## src/rtl/clb_config_loader.sv

```systemverilog
// clb_config_loader
//   Serial configuration loader for a row of NUM_CLB logic blocks. A frame is
//   N = NUM_CLB*PROG_W data bits, MSB-first, followed by one even-parity bit.
//   Bits collect in a shadow register. prog_bus is loaded from the shadow only
//   when the parity check passes, so a partial frame is never visible.
//
// Ports
//   clb_clk    sole clock, rising edge
//   rst        asynchronous active-low reset
//   cfg_start  single-cycle frame request (honoured in IDLE/DONE/ERROR only)
//   cfg_bit    serial data
//   cfg_valid  cfg_bit qualifier
//   cfg_ready  loader accepts a bit this cycle (SHIFT or PARITY)
//   prog_bus   committed configuration; slice [k*PROG_W +: PROG_W] -> CLB k
//   cfg_busy   frame in progress (always equal to cfg_ready)
//   cfg_done   last frame committed
//   cfg_err    last frame failed parity
//   dbg_state  current FSM state (IDLE=0 SHIFT=1 PARITY=2 DONE=3 ERROR=4)
//
// Handshake: a bit transfers on a rising edge where cfg_valid && cfg_ready.
// cfg_ready does not depend on cfg_valid. Cycles with cfg_valid low cause no
// state change.
module clb_config_loader #(
  parameter int NUM_CLB = 4,
  parameter int PROG_W  = 17
) (
  input  logic                      clb_clk,
  input  logic                      rst,
  input  logic                      cfg_start,
  input  logic                      cfg_bit,
  input  logic                      cfg_valid,
  output logic                      cfg_ready,
  output logic [NUM_CLB*PROG_W-1:0] prog_bus,
  output logic                      cfg_busy,
  output logic                      cfg_done,
  output logic                      cfg_err,
  output logic [2:0]                dbg_state
);

  localparam int N  = NUM_CLB * PROG_W;
  // Counter counts 0..N-1 in SHIFT. Sizing for N+1 values guarantees no wrap.
  localparam int CW = $clog2(N + 1);
  localparam logic [CW-1:0] LAST = CW'(N - 1);

  typedef enum logic [2:0] {
    IDLE   = 3'd0,
    SHIFT  = 3'd1,
    PARITY = 3'd2,
    DONE   = 3'd3,
    ERROR  = 3'd4
  } state_t;

  state_t          state_q, state_d;
  logic [CW-1:0]   cnt_q;
  logic [N-1:0]    shadow_q;
  logic [N-1:0]    prog_q;
  logic            par_q;      // running XOR of the data bits received so far
  logic            done_q, err_q;

  logic            start_frame, shift_en, commit, fail;

  // Next-state logic and datapath strobes
  always_comb begin
    state_d     = state_q;
    cfg_ready   = 1'b0;
    start_frame = 1'b0;
    shift_en    = 1'b0;
    commit      = 1'b0;
    fail        = 1'b0;
    case (state_q)
      IDLE, DONE, ERROR: begin
        if (cfg_start) begin
          start_frame = 1'b1;
          state_d     = SHIFT;
        end
      end
      SHIFT: begin
        cfg_ready = 1'b1;
        if (cfg_valid) begin
          shift_en = 1'b1;
          if (cnt_q == LAST) state_d = PARITY;
        end
      end
      PARITY: begin
        cfg_ready = 1'b1;
        if (cfg_valid) begin
          // With even parity, the XOR of the data bits and the parity bit is zero.
          if (par_q ^ cfg_bit) begin
            fail    = 1'b1;
            state_d = ERROR;
          end else begin
            commit  = 1'b1;
            state_d = DONE;
          end
        end
      end
      default: state_d = IDLE;
    endcase
  end

  always_ff @(posedge clb_clk or negedge rst) begin
    if (!rst) begin
      state_q <= IDLE;
    end else begin
      state_q <= state_d;
    end
  end

  always_ff @(posedge clb_clk or negedge rst) begin
    if (!rst) begin
      cnt_q    <= '0;
      shadow_q <= '0;
      prog_q   <= '0;
      par_q    <= 1'b0;
      done_q   <= 1'b0;
      err_q    <= 1'b0;
    end else begin
      if (start_frame) begin
        cnt_q    <= '0;
        shadow_q <= '0;
        par_q    <= 1'b0;
        done_q   <= 1'b0;
        err_q    <= 1'b0;
      end
      if (shift_en) begin
        shadow_q <= {shadow_q[N-2:0], cfg_bit};
        cnt_q    <= cnt_q + CW'(1);
        par_q    <= par_q ^ cfg_bit;
      end
      if (commit) begin
        prog_q <= shadow_q;
        done_q <= 1'b1;
      end
      if (fail) begin
        err_q <= 1'b1;
      end
    end
  end

  assign cfg_busy  = cfg_ready;
  assign prog_bus  = prog_q;
  assign cfg_done  = done_q;
  assign cfg_err   = err_q;
  assign dbg_state = state_q;

endmodule

```

## config.mk

```make
export PLATFORM = sky130hd
export DESIGN_NAME = clb_config_loader
export DESIGN_NICKNAME = d
export VERILOG_FILES = /design/src/rtl/clb_config_loader.sv
export SDC_FILE = /design/constraint.sdc
export NUM_CORES = 1
export LEC_CHECK = 0
export ABC_AREA = 1
export CORE_ASPECT_RATIO = 2
export CORE_MARGIN = 1
export CORE_UTILIZATION = 51
export CTS_BUF_LIST = sky130_fd_sc_hd__clkbuf_4
export CTS_CLUSTER_SIZE = 25
export DETAILED_ROUTE_END_ITERATION = 16
export PLACE_DENSITY_LB_ADDON = 0.05
export SYNTH_ARGS = -nofsm -noshare
export SYNTH_HDL_FRONTEND = slang
export SYNTH_SLANG_ARGS = --single-unit
export TNS_END_PERCENT = 100
```

## constraint.sdc

```tcl
create_clock -name clb_clk -period 1.9 [get_ports clb_clk]
set_input_delay 0.19 -clock clb_clk [delete_from_list [all_inputs] [get_ports clb_clk]]
set_output_delay 0.19 -clock clb_clk [all_outputs]
set_load 0.02 [all_outputs]
```

* Word-level counts from Yosys, hierarchy flattened
Index checks and enable logic that the tools add are counted.
** Word-level totals
- Bits of input ports :: 5
- Register bits after elaboration :: 149
** Operators by class
- Reductions and logical operators :: 7
- Muxes and demuxes :: 25
- Bitwise logic cells :: 1
- Add/sub/neg operators :: 1
- Eq/ne operators :: 9
** Operators by type and width (count)
- $mux 68 :: 2
- $mux 1 :: 15
- $mux 3 :: 5
- $mux 7 :: 2
- $pmux 3 s3 :: 1
- $ne 2x2->1 const B :: 4
- $add 7x1->7 const B :: 1
- $eq 7x7->1 const B :: 1
- $eq 3x2->1 const B :: 2
- $reduce_bool 2->1 :: 3
- $reduce_and 4->1 :: 1
- $eq 3x1->1 const B :: 1
- $eq 3x3->1 const B :: 1
- $logic_not 3->1 :: 1
- $reduce_or 3->1 :: 1
- $reduce_or 2->1 :: 1
- $xor 1x1->1 :: 1

* Logic depth before layout (Yosys ltp)
Gate-level depths: netlist of the first run.
- Word-level depth :: 5
- Mapped depth :: 10
- Mapped depth without buffers :: 8

* Worst setup path after synthesis of the first run
OpenSTA, ideal clock, no wires.
- Path kind :: flip-flop to flip-flop
- Start point :: reg state_q[2], in the netlist dbg_state[2]
- End point :: reg prog_q[29], in the netlist prog_bus[29]
- Clock period less this slack :: 1.483 ns
- Buffers on the path :: 2
- Path slack :: 0.417 ns
- Cell stages (with the launch flop) :: 11
- Arrival time :: 1.353 ns
- Cell sequence :: dfrtp_1 inv_2 nand2_1 nor2_2 nand2_1 nor2_4 inv_2 buf_6 buf_6 nand2_1 o21ai_1
** On the way
- Word-level cells in the longest chain between the ends :: 2
** RTL lines
- start: declaration :: line 53 : state_t state_q, state_d;
- start signal: assignment :: line 105 : state_q <= state_d;
- $eq 3x2->1 :: line 70 : case (state_q)
- $mux 1 :: line 70
- end signal: assignment :: line 131 : prog_q <= shadow_q;
- end: declaration :: line 56 : logic [N-1:0] prog_q;
Every way passes these cells.
A chain may end at the register's enable or synchronous reset.

* Final worst setup path of the first run
- Start point :: reg state_q[2], in the netlist dbg_state[2]
- End point :: out cfg_ready
** On the way
- Word-level cells in the longest chain between the ends :: 3
- Elaborated cells between the ends (all ways) :: 4
** RTL lines
- $eq 3x2->1 / $eq 3x1->1 (equally long branches) :: line 70
- $reduce_or 2->1 (no source line) *
- $mux 1 * :: line 70
- end: declaration :: line 32 : output logic cfg_ready,
Every way passes the cells marked *; elsewhere a longest branch is shown, timed or not.

==> results of run 1 <==
-- report_power, final --
group	switching, mW	internal, mW	total (mW)
combinational	1.68	1.12	2.80
sequential	0.277	3.59	3.87
clock	1.15	0.939	2.09
total	3.11	5.65	8.75
-- cells by family after synthesis --
kind of cell / Yosys count / share of synthesized area (%)
buffers and inverters: 111 / 9.29
flip-flops: 149 / 66.2
AND/OR/NAND/NOR: 137 / 10.2
AO/OA/AOI/OAI: 140 / 14.1
adder cells (fa/ha/maj): 1 / 0.222
-- worst reg2reg max path: stages, from the launching register on --
cell and delay, ps:
dfrtp_1 430, inv_2 100, nand3_2 140, nor2_4 210, inv_2 90, nand2_2 90, buf_4 290, o22ai_1 140
-- worst min-delay path by stage --
stage / start / slack, ps / endpoint
after CTS: rst / 110 / prog_bus[28]
after global placement: rst / 170 / prog_bus[28]
after floorplan: rst / -110 / cfg_done
final: rst / 140 / prog_bus[27]
after detailed placement: rst / 170 / prog_bus[28]
after global routing: rst / 130 / prog_bus[28]
-- cell type report --
class                   count  area share, %
flip-flops and latches    149           54.5
multi-input cells         278           20.2
repair buffers             89           13.7
inverters                  81           4.46
clock inverters            14           2.58
well taps                 137           2.51
clock buffers              18           1.97
diodes                      1         0.0366
-- registers in the layout, indices dropped and copies added, names as in the netlist --
signal / cells
par_q: 1
shadow_q: 68
cfg_err: 1
prog_bus: 68
cnt_q: 7
cfg_done: 1
dbg_state: 3
-- metrics by stage --
step | cell area, um^2 | std cells | hold WS [ps] | power (mW) | utilization [%]
finish | 6840 | 767 | 139 | 8.75 | 64.5
global route | 6840 | 767 | 130 | 9.27 | 64.5
CTS | 6830 | 766 | 114 | 8.85 | 64.4
detailed placement | 6510 | 733 | 171 | 6.74 | 61.3
global placement | 6510 | 733 | 166 | 6.69 | 61.3
floorplan | 5630 | 538 | -106 | 5.63 | -
-- cells in the final DEF, fill, tap and decap left out, drive strengths merged, types with 3 or more instances in the layout --
| master | count |
|---|---|
| nand4 | 3 |
| clkinv | 8 |
| buf | 10 |
| bufinv | 3 |
| nor2 | 9 |
| o21ai | 69 |
| nand3 | 14 |
| nand2 | 109 |
| clkbuf | 18 |
| inv | 82 |
| dfrtp | 149 |
| clkdlybuf4s50 | 74 |
| o22ai | 69 |
-- routing by layer --
layer / track usage [%] / up-vias / wire length [um]
li1: - / 1929 / -
met1: 24.0 / 1921 / 4640
met2: 36.2 / 76 / 5660
met3: 5.88 / 13 / 379
met4: 8.08 / 0 / 138
met5: 0 / - / 0
-- what timing repair did --
item,in CTS,in global routing
endpoints found under the setup margin,3,4
hold buffers,1,0
cloned,0,0
gates resized for setup,7,4
endpoints found under the hold margin,93,0
==> flow_summary.yaml, run 1 <==
cells_and_area:
  layout.area.seq_mm2: 0.00373
  drive_above_1_share_pct: 9.38
  layout.nets: 622
  layout-area-overhead-vs-synth_pct: 21.5
  multi_input_area_mm2: 0.00138
  fillers: 897
synthesis:
  synth-edff-count: 0
  ys_seq_area_share_pct: 66.2
  synthArstFlopShare_pct: 100
  synth_nets: 544
  synth_commonest_cells: "dfrtp_1, nand2_1, inv_1, o22ai_1, o21ai_1"
  synth.cell_area_mm2: 0.00563
  yosysTopAreaCell: "dfrtp_1"
  synthCells: 538
  synth_top_area_share_pct: 66.2
  synth_area_leaders: "dfrtp_1, o22ai_1, nand2_1, inv_1, o21ai_1"
  yosysWarnings: 0
  synth-main-ff-cell: "dfrtp_1"
  avgSynthCellArea_um2: 10.5
  synth_cell_types: 24
  synth.most_common_cell: "dfrtp_1"
  ys_ff_latch: 149
route:
  drtIter0Drc: 165
  wire_per_inst_um: 14.1
  viasPerCell: 5.14
  drc: 0
  firstDrtPassIters: 5
  wl_um: 10800
  antenna_left: 0
  num_vias: 3939
setup_path:
  r2r_slack_ps: 300
  slowest_delay_ps: 430
  crit_slowest_cell: "dfrtp_1"
  timing.rr.start: "dbg_state[2]"
  cpLargestDelayFamily: "flip-flops"
  cp.buffers_inverters: 2
  worstPathCellList: "inv_2 > nand3_2 > nand2_2 > clkdlybuf4s15_2"
  start_kind: "flip-flop"
  reg2reg_to: "shadow_q[24]"
  required_ps: 1710
  cp.arrival_ps: 1590
  r2r_cells: 7
  cp-end-kind: "primary output"
  worstPathMaxFanout: 4
  startpoint: "dbg_state[2]"
  crit_path_end: "cfg_ready"
  crit_cells: 4
  critPathKind: "reg -> out"
hold_path:
  hp-class: "in -> async"
floorplan:
  dieHeight_um: 151
  ioPinCount: 80
  start_util_pct: 53.1
  core_area_mm2: 0.0106
  die_w_um: 76.3
  rows: 53
  die_area_mm2: 0.0115
sta:
  fin_crit_sh_pct: 93.8
  slew_headroom_pct: 67.7
  finalHoldViolCount: 0
  fmax_mhz: 561
  min_period_ps: 1780
  slew_violations: 0
  final-setup-viol-count: 0
  tightest_slew_ps: 484
  setup_tns_ps: 0
  rsz0062_at_grt: "no"
  fin_skew_ps: 11.6
  fin_ws_ps: 119
pwr:
  power_density_mw_per_mm2: 1280
  irDropWorstVdd_uv: 873
  leakage_nw: 3.08
grt:
  overflow: 0
  grt_max_degree: 78
  grt_usage_pct: 20.7
  grt_pass1_wl_um: 18500
  antenna_found_initial: 1
  grt_pass1_vias: 3904
clock_network:
  insertion_delay_ps: 530
  clkTransAtPathRegs_ps: 130
  cts_tree: "done"
  cts.path.max_buffers: 2
  cts_made_buffers: 17
  htreeDepth: 4
  cts.sinks: 149
  cts.root.buffer_cell: "clkbuf_4"
  postCtsSetupBuffers: 0
place:
  post-dp-hpwl_um: 6740
  io_buffers: 79
  gp_congestion: 0.832
  post-place-ws_ps: 120
outcome:
  outcome: "completed"
flow_run:
  cap_violations: 0
(Power assumes the default switching activity.)
==> run 2, diff against run 1 <==
CORE_MARGIN = default   (was 1)
==> results of run 2 <==
The final DEF is identical to that of run 1; final timing and power are the same.
